### src/rtl/adder_tree_scheduler.sv
// adder_tree_scheduler: round-robin issue of two requesters into a float adder tree with credit-limited result FIFO.
// Optional statistics counters are built only when ADDER_TREE_SCHED_STATS_EN is defined.
module adder_tree_scheduler #(
    parameter int NUM_ELEMENTS = 52,
    parameter int DATA_WIDTH   = 32,
    parameter int TREE_LATENCY = 8,
    parameter int FIFO_DEPTH   = 16,
    parameter int TAG_WIDTH    = 8
) (
    input  logic                  clk,
    input  logic                  rst,
    input  logic                  s0_valid,
    output logic                  s0_ready,
    input  logic [TAG_WIDTH-1:0]  s0_tag,
    input  logic                  s1_valid,
    output logic                  s1_ready,
    input  logic [TAG_WIDTH-1:0]  s1_tag,
    output logic                  tree_sel,
    output logic                  tree_issue,
    input  logic [DATA_WIDTH-1:0] tree_result,
    output logic                  m_valid,
    input  logic                  m_ready,
    output logic [DATA_WIDTH-1:0] m_data,
    output logic [TAG_WIDTH-1:0]  m_tag,
    output logic                  m_src,
    input  logic                  flush,
    output logic                  flush_done,
    output logic [31:0]           issue_count,
    output logic [31:0]           stall_count
);
    localparam int AW = $clog2(FIFO_DEPTH);
    localparam int CW = AW + 1;

    typedef enum logic [1:0] {RUN, DRAIN, DONE} state_t;

    state_t                  state_q, state_d;
    logic                    prio_q, prio_d;
    logic [CW-1:0]           inflight_q, inflight_d, count_q, count_d;
    logic [AW-1:0]           wptr_q, rptr_q;
    logic [DATA_WIDTH-1:0]   mem_q [FIFO_DEPTH];
    logic [TAG_WIDTH-1:0]    tagm_q [FIFO_DEPTH];
    logic [FIFO_DEPTH-1:0]   srcm_q;
    logic [TREE_LATENCY-1:0] pv_q, ps_q;
    logic [TAG_WIDTH-1:0]    pt_q [TREE_LATENCY];
    logic                    run, credit, g0, g1, done, pop;

    // Outstanding work (in tree plus buffered) may never exceed the FIFO, so writes never overflow.
    assign credit     = ({1'b0, inflight_q} + {1'b0, count_q}) < (CW+1)'(FIFO_DEPTH);
    assign run        = (state_q == RUN) && !rst;
    assign g0         = s0_valid && (!prio_q || !s1_valid);
    assign g1         = s1_valid && (prio_q || !s0_valid);
    assign s0_ready   = run && credit && g0;
    assign s1_ready   = run && credit && g1;
    assign tree_issue = s0_ready || s1_ready;
    assign tree_sel   = s1_ready;
    assign done       = pv_q[TREE_LATENCY-1];
    assign m_valid    = count_q != '0;
    assign pop        = m_valid && m_ready;
    assign m_data     = mem_q[rptr_q];
    assign m_tag      = tagm_q[rptr_q];
    assign m_src      = srcm_q[rptr_q];
    assign flush_done = state_q == DONE;

    always_comb begin
        state_d    = (state_q == RUN && flush) ? DRAIN :
                     (state_q == DRAIN && inflight_q == '0 && count_q == '0) ? DONE :
                     (state_q == DONE) ? RUN : state_q;
        prio_d     = tree_issue ? !tree_sel : prio_q;
        inflight_d = inflight_q + CW'(tree_issue) - CW'(done);
        count_d    = count_q + CW'(done) - CW'(pop);
    end

    always_ff @(posedge clk or posedge rst) begin
        if (rst) begin
            state_q    <= RUN;
            prio_q     <= 1'b0;
            inflight_q <= '0;
            count_q    <= '0;
            wptr_q     <= '0;
            rptr_q     <= '0;
            pv_q       <= '0;
            ps_q       <= '0;
            srcm_q     <= '0;
            for (int i = 0; i < TREE_LATENCY; i++) pt_q[i] <= '0;
            for (int i = 0; i < FIFO_DEPTH; i++) begin
                mem_q[i]  <= '0;
                tagm_q[i] <= '0;
            end
        end else begin
            state_q    <= state_d;
            prio_q     <= prio_d;
            inflight_q <= inflight_d;
            count_q    <= count_d;
            pv_q       <= (pv_q << 1) | TREE_LATENCY'(tree_issue);
            ps_q       <= (ps_q << 1) | TREE_LATENCY'(tree_sel);
            pt_q[0]    <= tree_sel ? s1_tag : s0_tag;
            for (int i = 1; i < TREE_LATENCY; i++) pt_q[i] <= pt_q[i-1];
            if (done) begin
                mem_q[wptr_q]  <= tree_result;
                tagm_q[wptr_q] <= pt_q[TREE_LATENCY-1];
                srcm_q[wptr_q] <= ps_q[TREE_LATENCY-1];
                wptr_q         <= wptr_q + AW'(1);
            end
            if (pop) rptr_q <= rptr_q + AW'(1);
        end
    end

`ifdef ADDER_TREE_SCHED_STATS_EN
    logic [31:0] issue_q, stall_q;
    always_ff @(posedge clk or posedge rst) begin
        if (rst) begin
            issue_q <= '0;
            stall_q <= '0;
        end else begin
            issue_q <= issue_q + 32'(tree_issue);
            stall_q <= stall_q + 32'((s0_valid || s1_valid) && !tree_issue);
        end
    end
    assign issue_count = issue_q;
    assign stall_count = stall_q;
`else
    assign issue_count = '0;
    assign stall_count = '0;
`endif
endmodule
### config.mk
export PLATFORM = sky130hd
export DESIGN_NAME = adder_tree_scheduler
export DESIGN_NICKNAME = d
export VERILOG_FILES = /design/src/rtl/adder_tree_scheduler.sv
export SDC_FILE = /design/constraint.sdc
export NUM_CORES = 1
export LEC_CHECK = 0
export CAP_MARGIN = 25
export CORE_MARGIN = 2
export CORE_UTILIZATION = 64
export DETAILED_ROUTE_END_ITERATION = 10
export DONT_BUFFER_PORTS = 1
export GPL_TIMING_DRIVEN = 0
export PLACE_DENSITY = 0.84
export SLEW_MARGIN = 0
export SYNTH_ARGS = -nofsm -noshare
export SYNTH_HDL_FRONTEND = slang
export SYNTH_SLANG_ARGS = --single-unit
### constraint.sdc
create_clock -name clk -period 64.3 [get_ports clk]
set_input_delay 12.86 -clock clk [delete_from_list [all_inputs] [get_ports clk]]
set_output_delay 12.86 -clock clk [all_outputs]
set_load 0.05 [all_outputs]
==> flow_summary_export.csv, run 1 <==
group,metric,value,unit
outcome,outcome,"finished, final reports clean",
clock_tree,cts_setup_buffers,0,
finish,final_cell_mix,"dfrtp_1 (757), mux2_2 (655), mux4_2 (164)",
critical_path,critPathKind,"in -> out",
die,rows,83,
grt,grt_pass1_vias,20100,
die,dieArea,53540,um2
run,cap_violations,0,
yosys,yosysUniqueCellTypes,36,
timing,slew_viol_final,0,
finish,area_delta_synth_final,11.43,%
clock_tree,ctsHoldBuffers,0,
critical_path,critPathLaunch,"rst",
detailed_routing,wl_per_cell,26.05,um
die,die_h,231.4,um
clock_tree,insertion_delay,620,ps
finish,multi_input_area,12990,um2
clock_tree,cts_buffer_depth,3,
yosys,syn_area_per_cell,16.01,um2
die,die_w,231.4,um
clock_tree,clockRootBuffer,"clkbuf_16",
detailed_routing,routed_via_density,6.269,
clock_tree,cts.repair.resized,0,
hold_path,hp-class,"reg -> reg",
timing,post-route-period-util,42.31,%
placement,port_buffers,0,
critical_path,crit_arrival,14340,ps
hold_path,hold_depth,0,
finish,seqCellArea,18940,um2
critical_path,crit_chain,"nor2_1 -> nand3_1 -> nor3_4 -> buf_4",
grt,grt_overflow,0,
timing,setup_viol,0,
clock_tree,cts-buffers-inserted,75,
die,initial_core_util,64.64,%
grt,grt_use_total,29.61,%
placement,globalplace.congestion,0.8107,
yosys,ys_seq_elements,757,
detailed_routing,num_vias,18480,
power_and_ir_drop,leakage,16.87,nW
detailed_routing,firstDrtPassIters,5,
detailed_routing,final_antenna_net_count,0,
clock_tree,tritoncts,"yes",
timing,fin_tns_setup,0,ps
finish,antenna_cells,0,
die,pin_count,165,
critical_path,worstRegToRegCells,12,
clock_tree,cts_sinks,757,
timing,finClkSkew,29.29,ps
critical_path,timing.rr.end,"inflight_q[4]",
timing,rsz0062_at_grt,"false",
finish,nFillCells,3074,
timing,slew-limit-headroom,28.76,%
clock_tree,htree_levels,3,
critical_path,critPathCaptureType,"output pin",
grt,grt_pass1_wl,118600,um
critical_path,r2r_start,"count_q[1]",
timing,finalCriticalPeriod,27200,ps
detailed_routing,drtIter0Drc,1377,
clock_tree,path_clk_slew,60,ps
detailed_routing,drt-total-wl,76810,um
timing,finalHoldViolCount,0,
critical_path,cp.required,51440,ps
grt,grt_max_degree,146,
timing,timing.fmax,0.03676,GHz
power_and_ir_drop,power.density,37.77,nW/um2
placement,dp_hpwl,49310,um
critical_path,start_kind,"input pin",
finish,drive_gt1_share,49.29,%
finish,mostFrequentLayoutCell,"dfrtp_1",
critical_path,critPathSlowestCell,"nor3_4",
die,core_area,51200,um2
yosys,syn_inst,2067,
yosys,syn_area,33090,um2
detailed_routing,drc,0,
critical_path,reg2reg_setup_slack,60970,ps
yosys,ys_seq_area_share,57.24,%
critical_path,endpoint,"tree_sel",
grt,grt_antenna_before_repair,0,
power_and_ir_drop,vdd_drop_max,0.02496,mV
yosys,yosys_warnings,0,
timing,fin_hold_ws,342.3,ps
finish,nets,2291,
critical_path,critPathMaxStageDelay,830,ps
timing,tightestPinTransition,1069,ps
critical_path,crit_fanout,11,
through the flow:
stage / instances / worst slack, ps / cell area (um2) / util (%) / total power [mW]
2_1_floorplan: 2130 / 30190 / 33330 / - / 0.8527
3_3_place_gp: 2810 / 24500 / 34180 / 66.76 / 0.9388
3_5_place_dp: 2817 / 37110 / 34370 / 67.13 / 0.9535
4_1_cts: 2948 / 37090 / 36870 / 72.02 / 1.399
5_1_grt: 2948 / 37030 / 36870 / 72.02 / 1.443
6_report: 2948 / 37100 / 36870 / 72.02 / 1.393
synth_stat cells:
cell	n	area share, %
a21boi_0	1	0.023
a21o_1	2	0.045
a21oi_1	5	0.076
a22o_1	1	0.026
a22oi_1	82	1.9
and2_1	5	0.095
and3_1	1	0.019
buf_1	2	0.023
buf_2	90	1.4
buf_4	72	1.6
buf_6	8	0.27
clkbuf_1	61	0.69
conb_1	1	0.011
dfrtp_1	757	57
fa_1	2	0.12
ha_1	21	0.79
inv_1	23	0.26
mux2_1	10	0.34
mux2_2	655	22
mux4_2	164	11
nand2_1	59	0.67
nand3_1	1	0.015
nand4_1	5	0.095
nand4b_1	1	0.026
nor2_1	7	0.079
nor2b_1	4	0.076
nor3_1	3	0.045
nor3_2	1	0.030
nor3_4	1	0.049
nor3b_2	1	0.038
nor4b_1	2	0.053
o21ai_0	2	0.030
o21bai_1	2	0.045
o32a_1	1	0.030
xnor2_1	8	0.21
xor2_1	6	0.16
worst max-delay path: cells and delay by family:
kind,cells,cell delay [ps]
buffers and inverters,1,340
and+or+nand+nor,3,1140
worst min path at each step:
stage	startpoint	slack (ps)	endpoint
floorplan	ps_q[0]	330	ps_q[1]
global route	pt_q[17]	350	pt_q[9]
CTS	pt_q[35]	340	pt_q[27]
detailed placement	ps_q[6]	330	ps_q[7]
global placement	pv_q[2]	330	pv_q[3]
finish	pt_q[61]	340	pt_q[53]
metal layers:
metal / track usage [%] / wire, um
met5: 0 / 0
met4: 11.55 / 2875
met3: 6.422 / 4633
met2: 48.85 / 38720
met1: 38.84 / 30580
layout make-up:
type	count	area share, %
Buffer	233	3.573
Clock buffer	112	6.152
Clock inverter	19	0.6413
Inverter	23	0.2545
Multi-Input combinational cell	1117	35.22
Sequential cell	757	51.37
Tap cell	680	2.307
Timing Repair Buffer	7	0.4785
power by group:
group	internal (mW)	switching [mW]
Combinational	0.148	0.261
Clock	0.264	0.183
Sequential	0.514	0.0234
state kept, by name, indices dropped and copies added (netlist names):
| signal | cells |
|---|---|
| tagm_q | 128 |
| wptr_q | 4 |
| mem_q | 512 |
| inflight_q | 5 |
| rptr_q | 4 |
| pt_q | 64 |
| pv_q | 8 |
| count_q | 5 |
| state_q | 2 |
| srcm_q | 16 |
| prio_q | 1 |
| ps_q | 8 |
logic make-up after synthesis:
kind of cell    after synthesis  synth area share [%]
mux                         829                 33.79
flops                       757                 57.24
buf+inv                     256                 4.242
compound gates               96                 2.136
simple gates                 91                 1.289
fa+ha+maj                    23                0.9150
xor+xnor                     14                0.3705
other cells                   1               0.01133
Note: power is estimated with default switching activity, not from simulation.
==> run 2: changes to the inputs <==
clock period = 26 ns   (was 64.3 ns; I/O delays follow)
==> run 2 against run 1 <==
  * Final cell count is 0.81% higher
  * Clock-buffer cell count grew 1
  * Worst hold slack lost 2.5 ps
  * Register-to-register slack got worse by 38000 ps
  * Non-clock buffer count rose by 14
  * Worst setup slack got worse by 23000 ps
  * Sequential power is 150% higher
  * Critical path type unchanged
==> flow_summary_export.csv, run 2 (synthesis results as in run 1) <==
group,metric,value,unit
placement,globalplace.congestion,0.7988,
finish,drive_gt1_share,49.78,%
clock_tree,cts_setup_buffers,0,
placement,dp_hpwl,51050,um
finish,fin_util,72.78,%
timing,slew-limit-headroom,34.20,%
finish,largest_reg_flops,512,
grt,grt_overflow,0,
timing,finalCriticalPeriod,11900,ps
clock_tree,cts-buffers-inserted,77,
clock_tree,insertion_delay,620,ps
detailed_routing,drt-total-wl,78540,um
grt,grt_use_total,30.20,%
power_and_ir_drop,leakage,17.05,nW
critical_path,critPathSlowestCell,"nor3_4",
grt,grt_pass1_wl,120900,um
timing,post-route-period-util,45.76,%
detailed_routing,firstDrtPassIters,5,
finish,mostFrequentLayoutCell,"dfrtp_1",
critical_path,path_delay_family,"simple AND/OR/NAND/NOR gates",
clock_tree,ctsHoldBuffers,0,
critical_path,r2r_start,"inflight_q[2]",
finish,final_area,37260,um2
critical_path,critical_path_buf_inv_count,1,
placement,dp.cells,2831,
run,cap_violations,0,
clock_tree,cts_buffer_depth,3,
finish,final_cell_mix,"dfrtp_1 (757), mux2_2 (655), mux4_2 (164)",
placement,port_buffers,0,
clock_tree,path_clk_slew,60,ps
die,initial_core_util,64.64,%
clock_tree,clockRootBuffer,"clkbuf_16",
hold_path,min_to,"pt_q[53]",
placement,dpl_cell_area,34610,um2
timing,timing.fmax,0.08405,GHz
finish,antenna_cells,0,
die,die_w,231.4,um
die,dieArea,53540,um2
timing,setup_viol,0,
grt,grt_pass1_vias,20410,
hold_path,hold_depth,0,
placement,pre_cts_ws,14150,ps
finish,nets,2307,
detailed_routing,routed_via_density,6.337,
detailed_routing,drtIter0Drc,1228,
hold_path,hp-class,"reg -> reg",
outcome,outcome,"finished, final reports clean",
hold_path,holdCritStartpoint,"pt_q[61]",
timing,fin_tns_setup,0,ps
critical_path,timing.rr.end,"inflight_q[4]",
critical_path,crit_fanout,11,
clock_tree,cts_sinks,757,
critical_path,crit_arrival,6700,ps
die,pin_count,165,
critical_path,cp.required,20800,ps
critical_path,critPathMaxStageDelay,840,ps
die,die_h,231.4,um
critical_path,critPathKind,"in -> out",
detailed_routing,final_antenna_net_count,0,
timing,finalHoldViolCount,0,
timing,fin_hold_ws,339.9,ps
clock_tree,cts.repair.resized,0,
clock_tree,htree_levels,3,
critical_path,start_kind,"input pin",
detailed_routing,num_vias,18830,
finish,top_regs,"mem_q (512), tagm_q (128), pt_q (64)",
critical_path,crit_chain,"nor2_1 -> nand3_1 -> nor3_4 -> buf_4",
power_and_ir_drop,total_power,3.501,mW
timing,slew_viol_final,0,
die,rows,83,
detailed_routing,drc,0,
timing,finClkSkew,18.59,ps
finish,stdcell_count,2972,
critical_path,critPathLaunch,"rst",
grt,grt_antenna_before_repair,0,
critical_path,critPathCaptureType,"output pin",
timing,fin_ws,14100,ps
finish,area_delta_synth_final,12.59,%
grt,grt_max_degree,47,
timing,rsz0062_at_grt,"false",
detailed_routing,wl_per_cell,26.43,um
critical_path,worstRegToRegCells,12,
die,core_area,51200,um2
power_and_ir_drop,power.density,93.96,nW/um2
clock_tree,tritoncts,"yes",
finish,regMostFlops,"mem_q",
power_and_ir_drop,vdd_drop_max,0.05599,mV
timing,tightestPinTransition,987.1,ps
critical_path,reg2reg_setup_slack,22680,ps
==> run 2: worst register-to-register path, delay by kind of cell, from the launching register on <==
family,cells,cell delay (ps)
flops,1,420
xor+xnor,1,130
buf+inv,3,330
simple gates,1,870
fa+ha+maj,3,920
compound gates,4,580
==> run 2: how the worst max path moves through the flow <==
stage                       endpoint  slack (ps)  depth (start not counted)
after CTS                   tree_sel       14110                          4
after global placement    mem_q[469]        7460                          1
after floorplan           count_q[0]       10420                          1
after detailed placement    tree_sel       14150                          4
after global routing        tree_sel       14040                          4
final                       tree_sel       14100                          4
==> run 2: final cells by class <==
class | count | area (um2)
plain buffers | 233 | 1318
clock buffers | 113 | 2306
clock inverters | 28 | 346.6
fillers | 2991 | 13940
inverters | 23 | 90.09
multi-input cells | 1117 | 12990
flip-flops and latches | 757 | 18940
well taps | 680 | 850.8
repair buffers | 21 | 419.2
==> run 2: layer usage <==
layer  wire length (um)  up-vias  GRT usage (%)
met2              38380      649          48.31
met3               5210      206          7.271
met5                  0        -              0
met1              31650    10180          40.13
li1                   -     7803              -
met4               3296        0          12.66
==> run 2: report_power, final <==
group	internal (mW)	leakage (nW)	total [mW]	switching, mW
Clock	0.687	1.31	1.15	0.464
Sequential	1.27	9.48	1.33	0.0574
Combinational	0.369	6.26	1.02	0.652
Total	2.33	17.1	3.50	1.17
